### src/rtl/probe_unit.sv
// -----------------------------------------------------------------------------
// probe_unit
//
// Handles one TileLink B-channel Probe at a time for the L1 data cache.
// Flow: accept the Probe, read the metadata array, and shrink the line's
// permissions. Dirty lines hand the writeback (ProbeAckData) to the
// writeback unit. Clean lines and misses get a ProbeAck on C issued here.
// Any permission change is written back to the metadata array, and that
// write always happens before the ProbeAck.
//
// Ports:
//   clock, reset        system clock, synchronous active-high reset
//   b_*                 Probe request (valid/ready, cap param, address, source)
//   meta_rd_*           metadata lookup request (idx + tag)
//   meta_resp_*         lookup result (hit, way, coherence state)
//   mshr_block          an MSHR owns this set; the probe must wait
//   wb_req_*, wb_done   ProbeAckData handoff to the writeback unit
//   c_*                 ProbeAck on the C channel (clean lines / misses)
//   meta_wr_*           metadata state write (set, way, new state)
//   busy                high whenever a probe is in flight
// -----------------------------------------------------------------------------
module probe_unit #(
  parameter int ADDR_W = 32,
  parameter int IDX_W  = 6,
  parameter int OFF_W  = 6,
  parameter int WAY_W  = 2,
  parameter int SRC_W  = 4
) (
  input  logic                            clock,
  input  logic                            reset,
  // B channel
  input  logic                            b_valid,
  output logic                            b_ready,
  input  logic [1:0]                      b_param,
  input  logic [ADDR_W-1:0]               b_address,
  input  logic [SRC_W-1:0]                b_source,
  // metadata read
  output logic                            meta_rd_valid,
  input  logic                            meta_rd_ready,
  output logic [IDX_W-1:0]                meta_rd_idx,
  output logic [ADDR_W-IDX_W-OFF_W-1:0]   meta_rd_tag,
  input  logic                            meta_resp_valid,
  input  logic                            meta_resp_hit,
  input  logic [WAY_W-1:0]                meta_resp_way,
  input  logic [1:0]                      meta_resp_state,
  // MSHR conflict
  input  logic                            mshr_block,
  // writeback unit
  output logic                            wb_req_valid,
  input  logic                            wb_req_ready,
  output logic [2:0]                      wb_req_param,
  input  logic                            wb_done,
  // C channel
  output logic                            c_valid,
  input  logic                            c_ready,
  output logic [2:0]                      c_opcode,
  output logic [2:0]                      c_param,
  output logic [SRC_W-1:0]                c_source,
  output logic [ADDR_W-1:0]               c_address,
  // metadata write
  output logic                            meta_wr_valid,
  input  logic                            meta_wr_ready,
  output logic [IDX_W-1:0]                meta_wr_idx,
  output logic [WAY_W-1:0]                meta_wr_way,
  output logic [1:0]                      meta_wr_state,
  // status
  output logic                            busy
);

  localparam int TAG_W = ADDR_W - IDX_W - OFF_W;

  // Coherence states
  localparam logic [1:0] ST_NOTHING = 2'd0;
  localparam logic [1:0] ST_BRANCH  = 2'd1;
  localparam logic [1:0] ST_TRUNK   = 2'd2;
  localparam logic [1:0] ST_DIRTY   = 2'd3;

  // Probe caps
  localparam logic [1:0] CAP_TOT = 2'd0;
  localparam logic [1:0] CAP_TOB = 2'd1;

  // Shrink/report params
  localparam logic [2:0] P_TTOB = 3'd0;
  localparam logic [2:0] P_TTON = 3'd1;
  localparam logic [2:0] P_BTON = 3'd2;
  localparam logic [2:0] P_TTOT = 3'd3;
  localparam logic [2:0] P_BTOB = 3'd4;
  localparam logic [2:0] P_NTON = 3'd5;

  localparam logic [2:0] OPC_PROBE_ACK = 3'd4;

  typedef enum logic [2:0] {
    S_IDLE,
    S_META_REQ,
    S_META_RESP,
    S_MSHR_WAIT,
    S_WB_REQ,
    S_WB_WAIT,
    S_META_WRITE,
    S_ACK
  } state_t;

  state_t r_state;
  state_t w_state_next;

  // Latched probe and lookup results
  logic [1:0]        r_param;
  logic [ADDR_W-1:0] r_addr;
  logic [SRC_W-1:0]  r_source;
  logic [WAY_W-1:0]  r_way;
  logic              r_dirty;
  logic [2:0]        r_shrink;
  logic [1:0]        r_next;

  // Combinational onProb result for the current lookup response
  logic [1:0] w_eff_state;
  logic       w_dirty;
  logic [2:0] w_shrink;
  logic [1:0] w_next;
  logic       w_needs_write;

  // {dirty, report param, next state} for a probe cap applied to a state.
  // A probed Dirty line always returns its data and keeps at most Trunk.
  // The reserved cap value 3 is treated as toN, the most conservative choice.
  function automatic logic [5:0] on_probe(input logic [1:0] cap,
                                          input logic [1:0] st);
    logic [5:0] res;
    res = {1'b0, P_NTON, ST_NOTHING};
    case (cap)
      CAP_TOT: begin
        case (st)
          ST_DIRTY:  res = {1'b1, P_TTOT, ST_TRUNK};
          ST_TRUNK:  res = {1'b0, P_TTOT, ST_TRUNK};
          ST_BRANCH: res = {1'b0, P_BTOB, ST_BRANCH};
          default:   res = {1'b0, P_NTON, ST_NOTHING};
        endcase
      end
      CAP_TOB: begin
        case (st)
          ST_DIRTY:  res = {1'b1, P_TTOB, ST_BRANCH};
          ST_TRUNK:  res = {1'b0, P_TTOB, ST_BRANCH};
          ST_BRANCH: res = {1'b0, P_BTOB, ST_BRANCH};
          default:   res = {1'b0, P_NTON, ST_NOTHING};
        endcase
      end
      default: begin
        case (st)
          ST_DIRTY:  res = {1'b1, P_TTON, ST_NOTHING};
          ST_TRUNK:  res = {1'b0, P_TTON, ST_NOTHING};
          ST_BRANCH: res = {1'b0, P_BTON, ST_NOTHING};
          default:   res = {1'b0, P_NTON, ST_NOTHING};
        endcase
      end
    endcase
    return res;
  endfunction

  // A miss behaves exactly like a line held in Nothing
  assign w_eff_state = meta_resp_hit ? meta_resp_state : ST_NOTHING;
  assign {w_dirty, w_shrink, w_next} = on_probe(r_param, w_eff_state);
  assign w_needs_write = meta_resp_hit && (w_next != w_eff_state);

  // ---------------------------------------------------------------------------
  // State register
  // ---------------------------------------------------------------------------
  always_ff @(posedge clock) begin
    if (reset) begin
      r_state <= S_IDLE;
    end else begin
      r_state <= w_state_next;
    end
  end

  // ---------------------------------------------------------------------------
  // Next-state and valid decode
  // ---------------------------------------------------------------------------
  always_comb begin
    w_state_next  = r_state;
    b_ready       = 1'b0;
    meta_rd_valid = 1'b0;
    wb_req_valid  = 1'b0;
    meta_wr_valid = 1'b0;
    c_valid       = 1'b0;
    busy          = 1'b1;

    case (r_state)
      S_IDLE: begin
        b_ready = 1'b1;
        busy    = 1'b0;
        if (b_valid) begin
          w_state_next = S_META_REQ;
        end
      end

      S_META_REQ: begin
        meta_rd_valid = 1'b1;
        if (meta_rd_ready) begin
          w_state_next = S_META_RESP;
        end
      end

      S_META_RESP: begin
        if (meta_resp_valid) begin
          if (mshr_block) begin
            w_state_next = S_MSHR_WAIT;
          end else if (w_dirty) begin
            w_state_next = S_WB_REQ;
          end else if (w_needs_write) begin
            w_state_next = S_META_WRITE;
          end else begin
            w_state_next = S_ACK;
          end
        end
      end

      // The MSHR may change the line while we wait, so the lookup is redone
      S_MSHR_WAIT: begin
        if (!mshr_block) begin
          w_state_next = S_META_REQ;
        end
      end

      S_WB_REQ: begin
        wb_req_valid = 1'b1;
        if (wb_req_ready) begin
          w_state_next = S_WB_WAIT;
        end
      end

      S_WB_WAIT: begin
        if (wb_done) begin
          w_state_next = S_META_WRITE;
        end
      end

      // Dirty lines already answered with ProbeAckData, so they finish here
      S_META_WRITE: begin
        meta_wr_valid = 1'b1;
        if (meta_wr_ready) begin
          w_state_next = r_dirty ? S_IDLE : S_ACK;
        end
      end

      S_ACK: begin
        c_valid = 1'b1;
        if (c_ready) begin
          w_state_next = S_IDLE;
        end
      end

      default: begin
        w_state_next = S_IDLE;
      end
    endcase
  end

  // ---------------------------------------------------------------------------
  // Probe / lookup latches
  // ---------------------------------------------------------------------------
  always_ff @(posedge clock) begin
    if (reset) begin
      r_param  <= '0;
      r_addr   <= '0;
      r_source <= '0;
      r_way    <= '0;
      r_dirty  <= 1'b0;
      r_shrink <= '0;
      r_next   <= '0;
    end else begin
      if (r_state == S_IDLE && b_valid) begin
        r_param  <= b_param;
        r_addr   <= b_address;
        r_source <= b_source;
      end
      // Re-lookups after an MSHR conflict overwrite the earlier result
      if (r_state == S_META_RESP && meta_resp_valid) begin
        r_way    <= meta_resp_way;
        r_dirty  <= w_dirty;
        r_shrink <= w_shrink;
        r_next   <= w_next;
      end
    end
  end

  // ---------------------------------------------------------------------------
  // Payloads come straight from the latches, so they hold steady under
  // backpressure
  // ---------------------------------------------------------------------------
  assign meta_rd_idx   = r_addr[IDX_W+OFF_W-1:OFF_W];
  assign meta_rd_tag   = r_addr[ADDR_W-1:IDX_W+OFF_W];
  assign meta_wr_idx   = r_addr[IDX_W+OFF_W-1:OFF_W];
  assign meta_wr_way   = r_way;
  assign meta_wr_state = r_next;
  assign wb_req_param  = r_shrink;
  assign c_opcode      = OPC_PROBE_ACK;
  assign c_param       = r_shrink;
  assign c_source      = r_source;
  assign c_address     = r_addr;

endmodule

### config.mk
export PLATFORM = sky130hd
export DESIGN_NAME = probe_unit
export DESIGN_NICKNAME = d
export VERILOG_FILES = /design/src/rtl/probe_unit.sv
export SDC_FILE = /design/constraint.sdc
export NUM_CORES = 1
export LEC_CHECK = 0
export CAP_MARGIN = 20
export CORE_MARGIN = 10
export CORE_UTILIZATION = 33
export DETAILED_ROUTE_END_ITERATION = 8
export HOLD_SLACK_MARGIN = 0.08
export PLACE_DENSITY_LB_ADDON = 0.08
export SETUP_SLACK_MARGIN = 0.1
export SLEW_MARGIN = 25
export SYNTH_ARGS = -nofsm -noshare
export SYNTH_HDL_FRONTEND = slang
export SYNTH_SLANG_ARGS = --single-unit
### constraint.sdc
create_clock -name clock -period 1.2 [get_ports clock]
set_input_delay 0.24 -clock clock [delete_from_list [all_inputs] [get_ports clock]]
set_output_delay 0.24 -clock clock [all_outputs]
set_load 0.1 [all_outputs]
==> impl_metrics.yaml, run 1 <==
sta:
  post-route-min-period_ps: 1600
  finalWorstSetupSlack_ps: -400
  fin_worst_skew_ps: 4.60
  fin_setup_tns_ps: -16430
  finalCritPeriodShare: 1.33
  hold_slack_ps: 379
  worst_pin_slew_ps: 510
  setup_viol: 55
  maxSlewViolCount: 0
  fmax_mhz: 625
  rsz0062_at_grt: "yes"
  hold_violations: 0
  relSlewSlack: 0.660
route:
  drtPass1Iterations: 4
  ant_nets: 0
  vias: 2565
  drtIter0Drc: 73
  drt_wl_total_um: 10500
  wl_per_cell_um: 20.3
  routed_via_density: 4.98
  drc: 0
clock_network:
  cts_root_buffer: "clkbuf_8"
  clk_latency_ps: 300
  postCtsHoldBufs: 0
  clkTransAtPathRegs_ps: 100
  numCtsBuffers: 5
  clockBufferDepth: 2
  cts_sinks: 49
  htreeDepth: 2
  cts_tree: "yes"
yosys:
  ys_warn_count: 0
  synth.area.top_cells: "dfxtp_1 44%, nand2_1 14%, buf_4 14%"
  yosysTopAreaCell: "dfxtp_1"
  synth.avg_cell_area_um2: 7.74
  synthCells: 290
  ys_ff_latch: 49
  syn-cell-area_um2: 2240
  yosysSeqAreaShare: 0.437
  synth_cell_types: 33
  synth_top_area_share: 0.437
floorplan:
  die_area_um2: 10500
  start_util: 0.347
  io_pins: 140
  die_y_um: 102
  die_w_um: 102
  row_count: 29
  core_area_um2: 6460
worst_setup_path:
  reg2reg_to: "c_address[21]"
  slowest_delay_ps: 350
  worst_setup_path_end_kind: "flip-flop"
  criticalPathCategory: "reg -> reg"
  crit_fanout: 8
  critPathRequiredTime_ps: 1410
  critical_path.cell_chain: "buf_6, nor3_4, buf_6, and2_4, clkbuf_16, nand2_1, a21oi_1"
  cp_top_family: "simple AND/OR/NAND/NOR gates"
  critPathBufInv: 3
  start_kind: "flip-flop"
  timing.reg2reg.setup_slack_ps: -400
  reg2regPathDepth: 7
  crit_arrival_ps: 1810
  cpMostUsedCell: "buf_6"
  slowest_stage: "dfxtp_2"
  regToRegStartpoint: "r_state[0]"
hold_path:
  hold_path.class: "in -> reg"
  hold_path_end: "r_param[0]"
  holdPathStages: 2
  hp-start: "reset"
global_route:
  grt_pass1_vias: 2501
  grt_antenna_before_repair: 0
  grt_pass1_wl_um: 13200
  grt.overflow.total: 0
  grt_max_degree: 32
  grt_use_total: 0.158
finish:
  finish.utilization: 0.875
  nNetsFinal: 490
  antennaDiodeCount: 0
  syn_to_final_growth_pct: 152
  stdcell_count: 515
  nFillCells: 291
  drive_gt1_frac: 0.671
outcome:
  status: "finished with violations"
  violations: "negative setup slack"
place:
  io_buffers: 136
  gp_congestion: 0.827
  placed_cells: 474
  hpwl_um: 6300
power_and_ir_drop:
  leakagePower_uw: 0.00229
  powerDensity_nw_per_um2: 1740
  vdd_drop_max_v: 0.00167
flow_run:
  maxCapViolCount: 0
per-layer routing:
metal	share of wire	up-vias	GRT usage	routed length (µm)
met2	0.56	96	0.287	5870
li1	-	1218	-	-
met1	0.36	1242	0.171	3750
met4	0.011	0	0.0390	110
met3	0.070	9	0.0533	735
met5	0	-	0	0
power by group:
group / leakage (µW) / switching, µW / internal [µW]
Clock: 0.0000681 / 568 / 828
Sequential: 0.000431 / 333 / 1850
Combinational: 0.00179 / 3780 / 2460
worst reg2reg max path: cells and delay by family (launching register included):
family | cells | cell delay [ps]
AOI/OAI and AO/OA | 1 | 180
buffers and inverters | 3 | 460
and+or+nand+nor | 3 | 520
DFF | 1 | 350
layout make-up:
| cell class | count | area [µm²] | share of cell area |
|---|---|---|---|
| timing repair buffer | 194 | 2870 | 0.507 |
| clock buffer | 5 | 68.8 | 0.0122 |
| tap | 77 | 96.3 | 0.0170 |
| clock inverter | 3 | 65.1 | 0.0115 |
| inverter | 5 | 30.0 | 0.00531 |
| sequential | 49 | 1130 | 0.200 |
| multi-input combinational | 182 | 1400 | 0.247 |
cells in the final DEF (no fill, tap or decap), types with 3 or more instances in the layout:
master and instances:
a21oi_2 31, nor2_1 9, and3_4 3, nand2_4 30, o21ai_0 3, dfxtp_4 36, clkdlybuf4s50_1 49, dfxtp_1 3
buf_4 30, buf_6 15, dfxtp_2 10, buf_12 90, clkbuf_8 5, clkbuf_16 4, nand2_2 16, nand2_1 39
conb_1 3, a21oi_1 14
cells in the mapped netlist, drive strengths merged:
| master | instances |
|---|---|
| nand2 | 86 |
| dfxtp | 49 |
| buf | 46 |
| a21oi | 45 |
| nor2 | 11 |
| clkbuf | 9 |
| inv | 5 |
| and3 | 4 |
| nand2b | 3 |
| o21ai | 3 |
| a2111oi | 2 |
| a211oi | 2 |
| and2 | 2 |
| conb | 2 |
| mux2i | 2 |
| nand3 | 2 |
| nand4 | 2 |
| nor3 | 2 |
| a211o | 1 |
| a221oi | 1 |
| a22oi | 1 |
| a2bb2o | 1 |
| a311oi | 1 |
| a32oi | 1 |
| and3b | 1 |
| mux4 | 1 |
| nor2b | 1 |
| nor3b | 1 |
| o21a | 1 |
| o221ai | 1 |
| o32ai | 1 |
stage by stage:
| stage | total power (µW) | setup WS, ps | instance area (µm²) |
|---|---|---|---|
| after detailed placement | 7240 | -524 | 4620 |
| after floorplan | 5500 | -906 | 2620 |
| after global routing | 10100 | -465 | 5650 |
| after global placement | 7200 | -484 | 4620 |
| after CTS | 8970 | -354 | 5000 |
| final | 9810 | -400 | 5650 |
kinds of logic after synthesis:
kind of cell / synth area share
AND/OR/NAND/NOR: 0.212
buffers and inverters: 0.172
flip-flops: 0.437
other: 0.00335
AO/OA/AOI/OAI: 0.157
multiplexers: 0.0190
sequential cells by signal, indices dropped and copies added, names as in the netlist:
signal and cells:
c_source 4, meta_wr_state 2, r_state 3, r_dirty 1
c_address 32, c_param 3, meta_wr_way 2, r_param 2
what timing repair did:
item,4_1_cts,5_1_grt
gates cloned,2,5
endpoints found under the setup margin,119,132
buffers inserted,8,19
resized for setup,41,114
pin swaps,25,46
worst max path at each step:
stage	cells past startpoint	start	slack, ps	to
after floorplan	2	r_state[2]	-910	busy
after global placement	5	b_valid	-480	r_state[1]
after detailed placement	5	meta_resp_state[1]	-520	r_state[1]
after CTS	5	r_state[0]	-350	meta_wr_valid
after global routing	7	r_state[0]	-460	c_address[21]
final	7	r_state[0]	-400	c_address[21]
Note: power is estimated with default switching activity, not from simulation.
==> run 2, diff against run 1 <==
- GPL_TIMING_DRIVEN: not set -> 0
==> run 2 against run 1 <==
  * The flow still finishes with violations (negative setup slack)
  * Worst setup slack lost 170 ps
  * Clock power shrank 12%
  * Routed wire length grew 31%
  * Critical path type unchanged
  * Sequential power is essentially flat
  * Global-route usage grew 2.3 points
==> impl_metrics.yaml, run 2 (same netlist as run 1, synthesis figures left out) <==
outcome:
  status: "finished with violations"
  violations: "negative setup slack"
clock_network:
  htreeDepth: 2
  clkTransAtPathRegs_ps: 100
  clk_latency_ps: 310
  postCtsHoldBufs: 0
  cts_tree: "yes"
  numCtsBuffers: 5
  clockBufferDepth: 2
  cts_root_buffer: "clkbuf_8"
  cts_sinks: 49
place:
  gp_congestion: 0.859
  placed_cells: 504
  pre_cts_ws_ps: -1110
  io_buffers: 136
  post_dp_cell_area_um2: 4080
  hpwl_um: 6190
worst_setup_path:
  slowest_stage: "dfxtp_4"
  start_kind: "flip-flop"
  critical_path.cell_chain: "buf_4, nor2b_1, a2111oi_4, buf_4, a211o_1, o32ai_1"
  cpMostUsedCell: "buf_4"
  crit_start: "r_state[1]"
  reg2reg_to: "r_state[1]"
  slowest_delay_ps: 390
  regToRegStartpoint: "r_state[1]"
  cp_top_family: "compound AO/OA/AOI/OAI gates"
  critPathBufInv: 2
  critPathRequiredTime_ps: 1370
  cp_num_cells: 6
  timing.reg2reg.setup_slack_ps: -570
  criticalPathCategory: "reg -> reg"
  crit_arrival_ps: 1940
  crit_fanout: 4
  worst_setup_path_end_kind: "flip-flop"
  reg2regPathDepth: 6
sta:
  maxSlewViolCount: 0
  fin_worst_skew_ps: 5.61
  post-route-min-period_ps: 1770
  fmax_mhz: 566
  finalWorstSetupSlack_ps: -567
  hold_slack_ps: 470
  rsz0062_at_grt: "yes"
  setup_viol: 85
  finalCritPeriodShare: 1.47
  hold_violations: 0
flow_run:
  maxCapViolCount: 0
floorplan:
  die_y_um: 102
  die_w_um: 102
  start_util: 0.347
  row_count: 29
  die_area_um2: 10500
  io_pins: 140
  core_area_um2: 6460
route:
  drc: 0
  routed_via_density: 5.31
  ant_nets: 0
  vias: 2945
  drtPass1Iterations: 5
  drt_wl_total_um: 13800
  drtIter0Drc: 140
  wl_per_cell_um: 24.8
global_route:
  grt_use_total: 0.181
  grt_pass1_wl_um: 14900
  grt_pass1_vias: 2757
  grt.overflow.total: 0
  grt_max_degree: 16
  grt_antenna_before_repair: 0
power_and_ir_drop:
  vdd_drop_max_v: 0.00189
  intPower_uw: 5220
  combPwrFrac: 0.666
  p_seq_frac: 0.213
  sw_frac_of_total: 0.486
  leakagePower_uw: 0.00250
  p_sw_uw: 4940
  power_frac_clock: 0.121
  powerDensity_nw_per_um2: 1670
finish:
  nNetsFinal: 530
  syn_to_final_growth_pct: 171
  stdcell_count: 555
  finish.instance_area_um2: 6080
  drive_gt1_frac: 0.728
  finish.utilization: 0.942
  antennaDiodeCount: 0
  final_common_cell: "buf_12"
  layout_common_cells: "87 x buf_12, 52 x clkdlybuf4s50_1, 47 x buf_6"
  largest_register_ffs: 32
hold_path:
  hold_path_end: "meta_wr_way[0]"
  hp-start: "meta_resp_way[0]"
  holdPathStages: 3
  hold_path.class: "in -> reg"
## run 2: cell types whose count changed in the layout (fill, tap and decap cells not counted), moves of 7 or more
cell     previous run  this run
buf_6              15        47
nand2_2            16        27
a21oi_1            14         6
a21oi_2            31        39
buf_8               2         9
nand2_1            39        32
## run 2: worst max path at each step
stage | slack, ps | endpoint
floorplan | -910 | busy
global placement | -1130 | wb_req_valid
detailed placement | -1110 | wb_req_valid
CTS | -310 | wb_req_valid
global route | -560 | r_state[1]
finish | -570 | r_state[1]
## run 2: repair_timing
item	CTS	global route
setup buffers	22	19
endpoints found under the hold margin	0	0
setup endpoints to repair	133	133
gates resized for setup	834	121
cloned	4	2
pin swaps	54	50
## run 2: area by class of cell
class / instances / area [µm²]
plain buffers: 53 / 638
multi-input cells: 182 / 1420
inverters: 5 / 30.0
repair buffers: 181 / 2660
well taps: 77 / 96.3
flip-flops and latches: 49 / 1130
clock buffers: 5 / 68.8
clock inverters: 3 / 41.3
fillers: 172 / 375
## run 2: stage by stage
| step | power (µW) | setup TNS (ps) |
|---|---|---|
| after CTS | 9230 | -9120 |
| after detailed placement | 6520 | -65640 |
| final | 10200 | -12840 |
| after global placement | 6480 | -64610 |
| after floorplan | 5500 | -27930 |
| after global routing | 10400 | -14370 |
## run 2: power by group through the flow
stage	registers, µW	clock network [µW]	logic [µW]
5_1_grt	2170	1280	6920
6_report	2160	1230	6760
4_1_cts	2110	1200	5920
3_3_place_gp	2050	0	4440
2_1_floorplan	3180	0	2320
3_5_place_dp	2060	0	4460
## run 2: routing by layer
metal / wire length, µm / GRT usage / up-vias
met2: 7590 / 0.347 / 194
li1: - / - / 1291
met3: 1210 / 0.0641 / 46
met5: 0 / 0 / -
met1: 4390 / 0.177 / 1414
met4: 565 / 0.0499 / 0
## run 2: worst min-delay path: cells and delay by family
kind            cells  cell delay [ps]
buf+inv             1              400
compound gates      1               50
simple gates        1               60
